--- src/rtl/noc_link_pkg.sv ---
// Shared constants and types for the router-to-router link.
package noc_link_pkg;

  localparam int unsigned FLIT_W    = 17;
  localparam int unsigned BUF_DEPTH = 5;
  localparam int unsigned TAIL_BIT  = 16;

  typedef logic [FLIT_W-1:0] flit_t;

  typedef enum logic {
    IDLE,
    PKT
  } tx_state_t;

endpackage

--- src/rtl/credit_counter.sv ---
// Saturating up/down credit counter with a sticky overflow flag.
module credit_counter #(
  parameter int unsigned DEPTH = 5,
  parameter int unsigned CNT_W = 3
) (
  input  logic             clk,
  input  logic             rst,
  input  logic             dec,
  input  logic             inc,
  output logic [CNT_W-1:0] count,
  output logic             nonzero,
  output logic             overflow
);

  localparam logic [CNT_W-1:0] FULL = CNT_W'(DEPTH);
  localparam logic [CNT_W-1:0] ONE  = CNT_W'(1);

  always_ff @(posedge clk) begin
    if (rst) begin
      count    <= FULL;
      overflow <= 1'b0;
    end else if (inc && !dec && count == FULL) begin
      // A credit returned while every slot is already free: hold at DEPTH.
      overflow <= 1'b1;
    end else if (dec && !inc && count != '0) begin
      count <= count - ONE;
    end else if (inc && !dec) begin
      count <= count + ONE;
    end
  end

  assign nonzero = (count != '0);

endmodule

--- src/rtl/link_tx_credit.sv ---
// Link transmitter: credit-gated flit handshake, registered strobe/data, wormhole framing.
module link_tx_credit
  import noc_link_pkg::*;
#(
  parameter int unsigned DATA_WIDTH = FLIT_W,
  parameter int unsigned DEPTH      = BUF_DEPTH,
  parameter int unsigned CNT_W      = 3
) (
  input  logic                  clk,
  input  logic                  rst,
  input  logic [DATA_WIDTH-1:0] flit_i,
  input  logic                  valid_i,
  output logic                  ready_o,
  output logic [DATA_WIDTH-1:0] link_data_o,
  output logic                  link_send_o,
  input  logic                  credit_i,
  output logic [CNT_W-1:0]      credits_o,
  output logic                  busy_o,
  output logic                  err_o
);

  tx_state_t state_q, state_d;
  logic      accept;
  logic      nonzero;
  logic      tail;

  credit_counter #(
    .DEPTH(DEPTH),
    .CNT_W(CNT_W)
  ) u_credit (
    .clk      (clk),
    .rst      (rst),
    .dec      (accept),
    .inc      (credit_i),
    .count    (credits_o),
    .nonzero  (nonzero),
    .overflow (err_o)
  );

  assign ready_o = nonzero && !err_o;
  assign accept  = valid_i && ready_o;
  assign tail    = flit_i[DATA_WIDTH-1];
  assign busy_o  = (state_q == PKT);

  always_comb begin
    state_d = state_q;
    if (accept) begin
      state_d = tail ? IDLE : PKT;
    end
  end

  always_ff @(posedge clk) begin
    if (rst) begin
      state_q     <= IDLE;
      link_send_o <= 1'b0;
      link_data_o <= '0;
    end else begin
      state_q     <= state_d;
      link_send_o <= accept;
      if (accept) begin
        link_data_o <= flit_i;
      end
    end
  end

endmodule

--- config.mk ---
export PLATFORM = sky130hd
export DESIGN_NAME = link_tx_credit
export DESIGN_NICKNAME = d
export VERILOG_FILES = /design/src/rtl/noc_link_pkg.sv /design/src/rtl/credit_counter.sv /design/src/rtl/link_tx_credit.sv
export SDC_FILE = /design/constraint.sdc
export NUM_CORES = 1
export LEC_CHECK = 0
export BUFFER_PORTS_ARGS = -buffer_cell sky130_fd_sc_hd__buf_2
export CAP_MARGIN = 10
export CORE_MARGIN = 10
export CORE_UTILIZATION = 40
export CTS_BUF_LIST = sky130_fd_sc_hd__clkbuf_8
export CTS_CLUSTER_DIAMETER = 40
export DETAILED_ROUTE_END_ITERATION = 6
export PLACE_DENSITY = 0.65
export SETUP_SLACK_MARGIN = 0.3
export SYNTH_ARGS = -nofsm -noshare
export SYNTH_HDL_FRONTEND = slang
export SYNTH_HIERARCHICAL = 1
export SYNTH_SLANG_ARGS = --single-unit
--- constraint.sdc ---
create_clock -name clk -period 2.54 [get_ports clk]
set_input_delay 0.127 -clock clk [delete_from_list [all_inputs] [get_ports clk]]
set_output_delay 0.127 -clock clk [all_outputs]
set_load 0.05 [all_outputs]
Word level (Yosys, flattened, before mapping)

Cells that the tools add are included.

Register bits: 23
Input bits: 21
Logic and storage cells: 24

Add/sub/neg operators: 2
Equality and inequality tests: 1
Mux-type cells: 3
Bitwise operators: 1
Reductions and logical operators: 12

Operators with widths:

| cell                                             | number |
|---|---|
| logical AND 1 bit                                | 6 |
| 2-to-1 mux 3 bit                                 | 2 |
| adder 3 x 1 -> 3 bit, second input constant      | 1 |
| equality test 3 bit, second input constant       | 1 |
| logical NOT 1 bit                                | 3 |
| nonzero test 3 bit                               | 1 |
| subtractor 3 x 1 -> 3 bit, second input constant | 1 |
| AND reduction 2 bit                              | 1 |
| nonzero test 2 bit                               | 1 |
| 2-to-1 mux 1 bit                                 | 1 |
| inverter 1 bit                                   | 1 |

Depth between registers and ports, before layout

Gate-level depths: netlist of run 1.

Depth after elaboration: 8
Gate-level depth with buffers: 11

Modules after synthesis

The synthesis of run 1 kept the hierarchy.

By module, submodules not included:

| module         | times used | cells each | area an instance (µm²) | seq. area each (µm²) |
|---|---|---|---|---|
| link_tx_credit | 1          | 83         | 848.3                  | 380.4 |
| credit_counter | 1          | 33         | 292.8                  | 80.1 |

Least setup slack after synthesis of run 1

OpenSTA, ideal clock, no wires.

Path kind: register to register
Start point: reg u_credit.count[0]
End point: reg u_credit.count[2]
Library setup time: 82 ps
Arrival: 2588 ps
Required time: 2458 ps
Slack: -130 ps
Cell stages (with the launch flop): 11
Path buffers: 2
Period minus slack after synthesis: 2670 ps
Cells stage by stage: dfxtp_1 -> inv_2 -> nand3_1 -> and3b_1 -> clkbuf_1 -> buf_4 -> nor2b_1 -> nand2_1 -> fa_1 -> or4_1 -> o2111ai_1

Cells in the longest elaborated chain, start to end: 8
Elaborated cells on any way between the ends: 16
Classes of those cells: add/sub: 2; eq/ne: 1; mux: 2; bitwise: 1; reduce/logical: 10

Ends and longest elaborated chain:

| what                          | RTL line                                   | source |
|---|---|---|
| start: declaration            | credit_counter.sv:10                       | `output logic [CNT_W-1:0] count,` |
| start signal: assignment      | credit_counter.sv:26                       | `count <= count - ONE;` |
| start signal: assignment      | credit_counter.sv:28                       | `count <= count + ONE;` |
| nonzero test 3 bit (*)        | credit_counter.sv:32                       | `assign nonzero = (count != '0);` |
| via nonzero                   | link_tx_credit.sv:24                       | `logic nonzero;` |
| logical AND 1 bit (*)         | link_tx_credit.sv:40                       | `assign ready_o = nonzero && !err_o;` |
| logical AND 1 bit (*)         | link_tx_credit.sv:41                       | `assign accept = valid_i && ready_o;` |
| via accept                    | link_tx_credit.sv:23                       | `logic accept;` |
| logical NOT 1 bit             | credit_counter.sv:22, credit_counter.sv:27 |  |
| logical AND 1 bit             | credit_counter.sv:22, credit_counter.sv:27 |  |
| logical AND 1 bit             | credit_counter.sv:22                       | `end else if (inc && !dec && count == FULL) begin` |
| inverter 1 bit (no line)      | n/a                                        |  |
| AND reduction 2 bit (no line) | n/a                                        |  |

Mark *: on every way through the listed nets, which the timed path passes. The rest lies on a longest branch. The select of a mux whose other input is x is not followed.
A chain may end at the register's enable or synchronous reset.

Worst setup path in the final report of run 1

Start point: reg u_credit.count[0]
End point: reg u_credit.count[2]

Cells in the longest elaborated chain, start to end: 8
Elaborated cells on any way between the ends: 16
Classes of those cells: add/sub: 2; eq/ne: 1; mux: 2; bitwise: 1; reduce/logical: 10

Ends and longest elaborated chain:

| what                          | RTL line |
|---|---|
| nonzero test 3 bit (*)        | credit_counter.sv:32 |
| via nonzero                   | link_tx_credit.sv:24 |
| logical AND 1 bit             | link_tx_credit.sv:40 |
| logical AND 1 bit             | link_tx_credit.sv:41 |
| logical NOT 1 bit             | credit_counter.sv:22, credit_counter.sv:27 |
| logical AND 1 bit             | credit_counter.sv:22, credit_counter.sv:27 |
| logical AND 1 bit             | credit_counter.sv:22 |
| inverter 1 bit (no line)      | n/a |
| AND reduction 2 bit (no line) | n/a |

Marks and branches as above.

==> results of run 1 <==
[cell type report]
| cell class | count | area [sq um] | share of cell area |
|---|---|---|---|
| clock buffers | 3 | 41.3 | 0.0291 |
| clock inverters | 1 | 5.00 | 0.00352 |
| inverters | 4 | 15.0 | 0.0106 |
| multi-input cells | 81 | 621 | 0.437 |
| flip-flops and latches | 23 | 472 | 0.332 |
| well taps | 31 | 38.8 | 0.0273 |
| repair buffers | 45 | 228 | 0.160 |
[power by group]
| part | total, mW | switching, mW | internal (mW) |
|---|---|---|---|
| sequential | 0.455 | 0.0416 | 0.413 |
| combinational | 0.425 | 0.292 | 0.133 |
| clock | 0.227 | 0.117 | 0.109 |
| total | 1.11 | 0.450 | 0.656 |
[registers in the layout, summed over array words and instances (netlist names)]
register           flops
busy_o                 1
u_credit/count         3
link_data_o           17
u_credit/overflow      1
link_send_o            1
[stage by stage]
stage	worst slack [ns]	instance area, sq um	hold WS, ns	cells
after floorplan	0.341	1170	0.196	116
after global placement	0.690	1370	0.390	184
after detailed placement	0.620	1370	0.398	184
after CTS	0.598	1420	0.107	188
after global routing	0.450	1420	0.118	188
final	0.587	1420	0.115	188
[critical path, stage by stage, from the launching register on]
cell	delay (ns)
dfxtp_4	0.40
inv_2	0.07
nand3_1	0.11
and3b_1	0.18
nor2b_2	0.15
nand2_1	0.09
fa_2	0.37
or4_1	0.42
o2111ai_1	0.09
[cells by family after synthesis]
family | share of synthesized area
buffers and inverters | 0.0570
AND/OR/NAND/NOR | 0.284
adder cells (fa/ha/maj) | 0.0175
multiplexers | 0.162
AO/OA/AOI/OAI | 0.0614
XOR/XNOR | 0.0143
flip-flops | 0.404
[worst paths after layout]
path / end / slack, ns / depth (start not counted)
max: u_credit/count[2] / 0.59 / 8
min: link_data_o[13] / 0.12 / 3
max reg2reg: u_credit/count[2] / 0.59 / 8
min reg2reg: link_data_o[6] / 0.47 / 2
[Yosys cell counts, drive strengths merged (2+ instances only)]
| cell type | instances |
|---|---|
| nor2 | 3 |
| nor2b | 5 |
| inv | 4 |
| dfxtp | 23 |
| clkbuf | 4 |
| buf | 4 |
| o2111ai | 2 |
| nand2b | 35 |
| nand3 | 2 |
| mux2i | 17 |
[placed cells by master, fill, tap and decap left out, types with 2 or more instances in the layout]
master      n
buf_2      44
clkbuf_8    3
dfxtp_1    20
dfxtp_4     3
inv_2       3
mux2i_1    17
nand2b_1   35
nand3_1     2
nor2_1      3
nor2b_1     4
o2111ai_1   2
[per-layer routing]
layer / up-vias / share of wire / global-route usage
met5: - / 0 / 0
met4: 0 / 0.015 / 0.0435
met3: 6 / 0.11 / 0.0471
met2: 34 / 0.48 / 0.147
met1: 415 / 0.40 / 0.110
li1: 471 / - / -
==> qor.yml, run 1 <==
run_status: "complete, no violations"
maxSlewViolCount: 0
synth_seq_cells: 23
cts-root-buf: "clkbuf_8"
seq_area_frac_synth: 0.404
finalSetupTns_ns: 0
routed_wl_microns: 2590
async_flop_share: 0
finalCritPeriodShare: 0.769
post_cts_resized: 0
finalSetupViolations: 0
endpoint_kind: "flip-flop"
syn-cell-area_sq_mm: 0.00114
synth_area_leaders: "dfxtp_1 40%, nand2b_1 19%, mux2i_1 15%"
postSynthAreaPerCell_sq_um: 9.84
period_minus_slack_ns: 1.95
p_per_area_mw_per_mm2: 779
min-delay-start: "flit_i[13]"
drc_errors: 0
synthFlopType: "dfxtp_1"
cts_buffer_depth: 2
die_h_microns: 73.4
drive_above_1_share: 0.382
yosys_warnings: 6
clkSinkCount: 23
port_buffers: 44
area_growth_pct: 24.5
clock_skew_ns: 0.00442
gp_congestion: 0.876
synthDistinctLibCells: 30
rr_startpoint: "u_credit/count[0]"
antenna_found_initial: 0
ir_worst_vdd_mv: 0.549
tightest_slew_ns: 0.491
cts.htree.levels: 1
path_max_fanout: 9
fillCellCount: 256
p_leak_nw: 0.662
synthCells: 116
avgRoutedWirePerCell_microns: 13.8
max-cap-violations: 0
drtAntennaViolNets: 0
gr-total-overflow: 0
rows: 19
max_freq_mhz: 512
cts_tree: "yes"
cts_setup_buffers: 0
synth_top_area_share: 0.404
dr.pass1.iters: 4
rsz0062_at_grt: "false"
slew-limit-headroom: 0.673
dp_hpwl_microns: 1900
grtUsageTotal: 0.0962
yosysTopAreaCell: "dfxtp_1"
die_area_sq_mm: 0.00539
start_util: 0.417
worstPathRequired_ns: 2.72
grt_max_degree: 41
total_power_mw: 1.11
hold_viol: 0
die_w_microns: 73.4
synth_nets: 138
critPathArrivalTime_ns: 2.13
clkTransAtPathRegs_ns: 0.08
startpoint: "u_credit/count[0]"
viasPerCell: 4.93
io_pins: 45
num_antenna_cells: 0
cts_hold_buf: 0
start_kind: "flip-flop"
drt_iter0_drc: 57
core-area_sq_mm: 0.00273
vias: 926
grt_pass1_vias: 941
clk_latency_ns: 0.26
grt_pass1_wl_microns: 4240
finish.utilization: 0.519
path_class: "reg -> reg"
cts_made_buffers: 3
hold_path_class: "in -> reg"
num-nets-final: 180
synth-edff-count: 0
No activity file was read; power rests on OpenSTA's default activity.
==> run 2, diff against run 1 <==
Clock period 2.54 ns to 2.03 ns, I/O delays scaled along.
==> qor.yml, run 2 (same netlist as run 1, synthesis figures left out) <==
final_cell_mix: "44 x buf_2, 35 x nand2b_1, 19 x dfxtp_1"  # was 44 x buf_2, 35 x nand2b_1, 20 x dfxtp_1
rows: 19  # unchanged
p_leak_nw: 0.700  # was 0.662 nW
slew-limit-headroom: 0.659  # was 0.673
io_pins: 45  # unchanged
p_seq_frac: 0.376  # was 0.411
finish.utilization: 0.555  # was 0.519
dr.pass1.iters: 4  # unchanged
tightest_slew_ns: 0.511  # was 0.491 ns
worstPathRequired_ns: 2.22  # was 2.72 ns
hold_path_class: "in -> reg"  # unchanged
path_max_fanout: 4  # was 9
max-cap-violations: 0  # unchanged
num_antenna_cells: 0  # unchanged
cts_made_buffers: 3  # unchanged
viasPerCell: 4.99  # was 4.93
clkTransAtPathRegs_ns: 0.09  # was 0.08 ns
finalSetupViolations: 0  # unchanged
dp.cells: 184  # unchanged
max_flop_register: "link_data_o"  # unchanged
avgRoutedWirePerCell_microns: 14.6  # was 13.8 microns
drive_above_1_share: 0.448  # was 0.382
finalSetupTns_ns: 0  # unchanged
final_common_cell: "buf_2"  # unchanged
critPathArrivalTime_ns: 2.04  # was 2.13 ns
run_status: "complete, no violations"  # unchanged
start_util: 0.417  # unchanged
vias: 969  # was 926
instances_no_fill: 194  # was 188
clk_latency_ns: 0.26  # about the same
clkSinkCount: 23  # unchanged
dp_slack_ns: 0.168  # was 0.620 ns
cp_slowest_cell: "or4_4"  # was or4_1
gp_congestion: 0.882  # was 0.876
grt_pass1_vias: 1035  # was 941
cts_buffer_depth: 2  # unchanged
endpoint_kind: "flip-flop"  # unchanged
grt_pass1_wl_microns: 4580  # was 4240 microns
reg_top3: "link_data_o x17, u_credit/count x3"  # unchanged
drc_errors: 0  # unchanged
p_clk_frac: 0.191  # was 0.205
internal_power_mw: 0.876  # was 0.656 mW
switchingPower_mw: 0.604  # was 0.450 mW
total_power_mw: 1.48  # was 1.11 mW
cts-root-buf: "clkbuf_8"  # unchanged
num-nets-final: 186  # was 180
maxSlewViolCount: 0  # unchanged
hold_viol: 0  # unchanged
slowest_delay_ns: 0.43  # was 0.42 ns
drtAntennaViolNets: 0  # unchanged
dp_hpwl_microns: 2030  # was 1900 microns
die_w_microns: 73.4  # unchanged
fin_ws_ns: 0.177  # was 0.587 ns
grt_max_degree: 41  # unchanged
cts_hold_buf: 0  # unchanged
largest_reg_flops: 17  # unchanged
clock_skew_ns: 0.00766  # was 0.00442 ns
comb_power_share: 0.434  # was 0.384
cp_cell_sequence: "inv_4 -> nand3_4 -> and3b_2 -> nor2b_4 -> nand2_2 -> fa_2 -> or4_4 -> o2111ai_2"  # was inv_2 -> nand3_1 -> and3b_1 -> nor2b_2 -> nand2_1 -> fa_2 -> or4_1 -> o2111ai_1
grtUsageTotal: 0.103  # was 0.0962
swShare: 0.408  # was 0.407
die_area_sq_mm: 0.00539  # unchanged
start_kind: "flip-flop"  # unchanged
cts_tree: "yes"  # unchanged
period_minus_slack_ns: 1.85  # was 1.95 ns
p_per_area_mw_per_mm2: 975  # was 779 mW/mm^2
drt_iter0_drc: 96  # was 57
area_growth_pct: 33.0  # was 24.5%
ir_worst_vdd_mv: 0.553  # was 0.549 mV
max_freq_mhz: 540  # was 512 MHz
port_buffers: 44  # unchanged
cts.htree.levels: 1  # unchanged
routed_wl_microns: 2830  # was 2590 microns
die_h_microns: 73.4  # unchanged
path_class: "reg -> reg"  # unchanged
core-area_sq_mm: 0.00273  # unchanged
rsz0062_at_grt: "true"  # was false
gr-total-overflow: 0  # unchanged
finalCritPeriodShare: 0.913  # was 0.769
antenna_found_initial: 0  # unchanged
-- run 2: cell type report --
class / count / area, sq um
clock buffers: 3 / 41.3
clock inverters: 1 / 5.00
fillers: 268 / 1220
inverters: 4 / 25.0
multi-input cells: 81 / 658
flip-flops and latches: 23 / 473
well taps: 31 / 38.8
repair buffers: 51 / 277
-- run 2: per-layer routing --
metal	vias to the layer above	part of all wire	wire, microns	global-route usage
li1	484	-	-	-
met4	0	0.0074	21	0.0414
met5	-	0	0	0
met1	458	0.42	1180	0.112
met2	25	0.50	1430	0.173
met3	2	0.070	198	0.0417
-- run 2: power by group through the flow --
stage / combinational (mW) / clock [mW] / sequential [mW]
floorplan: 0.244 / 0 / 0.776
global placement: 0.544 / 0 / 0.575
detailed placement: 0.556 / 0 / 0.579
CTS: 0.597 / 0.295 / 0.550
global route: 0.690 / 0.316 / 0.565
finish: 0.642 / 0.282 / 0.556
-- run 2: worst max-delay path, delay by kind of cell, from the launching register on --
kind                     cells  cell delay, ns
adder cells (fa/ha/maj)      1            0.36
AO/OA/AOI/OAI                1            0.07
flip-flops                   1            0.37
buffers and inverters        1            0.05
AND/OR/NAND/NOR              5            0.93
-- run 2: metrics by stage --
stage	cell area [sq um]	hold WS, ns
after floorplan	1190	0.159
final	1520	0.0851
after CTS	1460	0.0830
after global placement	1390	0.363
after detailed placement	1390	0.370
after global routing	1520	0.0842
-- run 2: repair_timing --
item / in CTS / in global routing
gates resized for setup: 0 / 9
endpoints found under the setup margin: 3 / 4
pin swaps: 1 / 0
endpoints found under the hold margin: 0 / 0
buffers inserted: 3 / 3
-- run 2: final timing paths --
| path | from | to | slack, ns | cells past startpoint |
|---|---|---|---|---|
| worst max register to register | u_credit/count[2] | u_credit/count[2] | 0.18 | 8 |
| worst max-delay path | u_credit/count[2] | u_credit/count[2] | 0.18 | 8 |
| worst min register to register | link_data_o[0] | link_data_o[0] | 0.47 | 2 |
| worst min-delay path | flit_i[0] | link_data_o[0] | 0.09 | 3 |
==> run 3, diff against run 2 <==
Settings changed: ABC_CLOCK_PERIOD_IN_PS set to 2029, REMOVE_ABC_BUFFERS set to 1.
==> qor.yml, run 3 (same netlist as run 1, synthesis figures left out) <==
p_clk_frac: 0.186  # was 0.191
path_max_fanout: 4  # unchanged
dr.pass1.iters: 5  # was 4
grt_pass1_wl_microns: 4290  # was 4580 microns
start_util: 0.417  # unchanged
p_seq_frac: 0.356  # was 0.376
drt_iter0_drc: 25  # was 96
max_freq_mhz: 550  # was 540 MHz
finalCritPeriodShare: 0.895  # was 0.913
fin_ws_ns: 0.213  # was 0.177 ns
run_status: "complete, no violations"  # unchanged
internal_power_mw: 0.917  # was 0.876 mW
ir_worst_vdd_mv: 0.643  # was 0.553 mV
cp_slowest_cell: "or4_4"  # unchanged
max_flop_register: "link_data_o"  # unchanged
finalSetupTns_ns: 0  # unchanged
vias: 994  # was 969
drc_errors: 0  # unchanged
cts_made_buffers: 3  # unchanged
hold_path_class: "in -> reg"  # unchanged
maxSlewViolCount: 0  # unchanged
cts.htree.levels: 1  # unchanged
final_common_cell: "buf_2"  # unchanged
dp_slack_ns: 0.0703  # was 0.168 ns
worstPathRequired_ns: 2.21  # was 2.22 ns
max-cap-violations: 0  # unchanged
die_w_microns: 73.4  # unchanged
comb_power_share: 0.458  # was 0.434
largest_reg_flops: 17  # unchanged
clkTransAtPathRegs_ns: 0.09  # about the same
drive_above_1_share: 0.480  # was 0.448
avgRoutedWirePerCell_microns: 14.0  # was 14.6 microns
reg2reg_slack_ns: 0.21  # was 0.18 ns
area_growth_pct: 40.5  # was 33.0%
switchingPower_mw: 0.612  # was 0.604 mW
fillCellCount: 249  # was 268
cts_buffer_depth: 2  # unchanged
endpoint_kind: "flip-flop"  # unchanged
cts-root-buf: "clkbuf_8"  # unchanged
p_per_area_mw_per_mm2: 954  # was 975 mW/mm^2
final_cell_mix: "44 x buf_2, 35 x nand2b_1, 20 x dfxtp_1"  # was 44 x buf_2, 35 x nand2b_1, 19 x dfxtp_1
cp.buffers_inverters: 1  # unchanged
reg_top3: "link_data_o x17, u_credit/count x3"  # unchanged
cp_top_family: "simple AND/OR/NAND/NOR gates"  # unchanged
viasPerCell: 4.92  # was 4.99
hold_viol: 0  # unchanged
critPathArrivalTime_ns: 1.99  # was 2.04 ns
p_leak_nw: 0.756  # was 0.700 nW
rows: 19  # unchanged
dp_hpwl_microns: 1920  # was 2030 microns
grt_pass1_vias: 987  # was 1035
clk_latency_ns: 0.26  # about the same
gp_congestion: 0.773  # was 0.882
rsz0062_at_grt: "true"  # unchanged
slowest_delay_ns: 0.43  # about the same
slew-limit-headroom: 0.666  # was 0.659
gr-total-overflow: 0  # unchanged
grt_max_degree: 41  # unchanged
clock_skew_ns: 0.00842  # was 0.00766 ns
swShare: 0.400  # was 0.408
die_h_microns: 73.4  # unchanged
grtUsageTotal: 0.0979  # was 0.103
core-area_sq_mm: 0.00273  # unchanged
num_antenna_cells: 0  # unchanged
cp_cell_sequence: "inv_4 -> nand3_2 -> and3b_2 -> nor2b_4 -> nand2_2 -> fa_2 -> or4_4 -> o2111ai_2"  # was inv_4 -> nand3_4 -> and3b_2 -> nor2b_4 -> nand2_2 -> fa_2 -> or4_4 -> o2111ai_2
finalSetupViolations: 0  # unchanged
start_kind: "flip-flop"  # unchanged
antenna_found_initial: 0  # unchanged
clkSinkCount: 23  # unchanged
period_minus_slack_ns: 1.82  # was 1.85 ns
io_pins: 45  # unchanged
drtAntennaViolNets: 0  # unchanged
port_buffers: 44  # unchanged
die_area_sq_mm: 0.00539  # unchanged
num-nets-final: 194  # was 186
routed_wl_microns: 2830  # about the same
tightest_slew_ns: 0.500  # was 0.511 ns
cts_tree: "yes"  # unchanged
path_class: "reg -> reg"  # unchanged
## run 3: routing by layer
layer  GRT usage  routed length, microns  vias up
li1            -                       -      501
met1       0.110                    1160      459
met2       0.155                    1420       32
met3      0.0458                     234        2
met4      0.0435                      16        0
met5           0                       0        -
## run 3: power groups by stage
stage | Combinational, mW | Sequential [mW] | Clock [mW]
final | 0.700 | 0.545 | 0.285
after global routing | 0.739 | 0.551 | 0.312
after CTS | 0.604 | 0.544 | 0.298
after detailed placement | 0.571 | 0.549 | 0
after global placement | 0.562 | 0.546 | 0
after floorplan | 0.200 | 0.764 | 0
## run 3: stage by stage
| stage | area [sq um] | hold slack [ns] | instances | total power [mW] | utilization |
|---|---|---|---|---|---|
| 3_5_place_dp | 1380 | 0.371 | 187 | 1.12 | 0.505 |
| 4_1_cts | 1470 | 0.0806 | 193 | 1.45 | 0.539 |
| 6_report | 1600 | 0.0864 | 202 | 1.53 | 0.586 |
| 3_3_place_gp | 1380 | 0.363 | 187 | 1.11 | 0.505 |
| 2_1_floorplan | 1090 | 0.173 | 108 | 0.964 | - |
| 5_1_grt | 1600 | 0.0911 | 202 | 1.60 | 0.586 |
## run 3: path summary, 6_finish.rpt
check / cells after the start / end / start
max: 8 / u_credit/count[2] / u_credit/count[0]
min: 3 / link_data_o[5] / flit_i[5]
max reg2reg: 8 / u_credit/count[2] / u_credit/count[0]
min reg2reg: 2 / link_data_o[10] / link_data_o[10]
## run 3: layout make-up
| type | instances | area [sq um] | area share |
|---|---|---|---|
| clock inverter | 1 | 5.00 | 0.00312 |
| multi-input combinational | 81 | 673 | 0.420 |
| clock buffer | 3 | 41.3 | 0.0258 |
| sequential | 23 | 464 | 0.290 |
| timing repair buffer | 59 | 363 | 0.226 |
| inverter | 4 | 17.5 | 0.0109 |
| tap | 31 | 38.8 | 0.0242 |
## run 3: what timing repair did
action	4_1_cts	5_1_grt
hold buffers	0	0
setup endpoints to repair	3	3
resized for setup	11	11
buffers inserted	2	8
pin swaps	3	4
gates cloned	0	1
## run 3: worst reg2reg max path: cells and delay by family (launching register included)
family	cells	cell delay (ns)
AOI/OAI and AO/OA	1	0.08
adders and majority gates	1	0.35
buffers and inverters	1	0.05
DFF	1	0.36
and+or+nand+nor	5	0.90
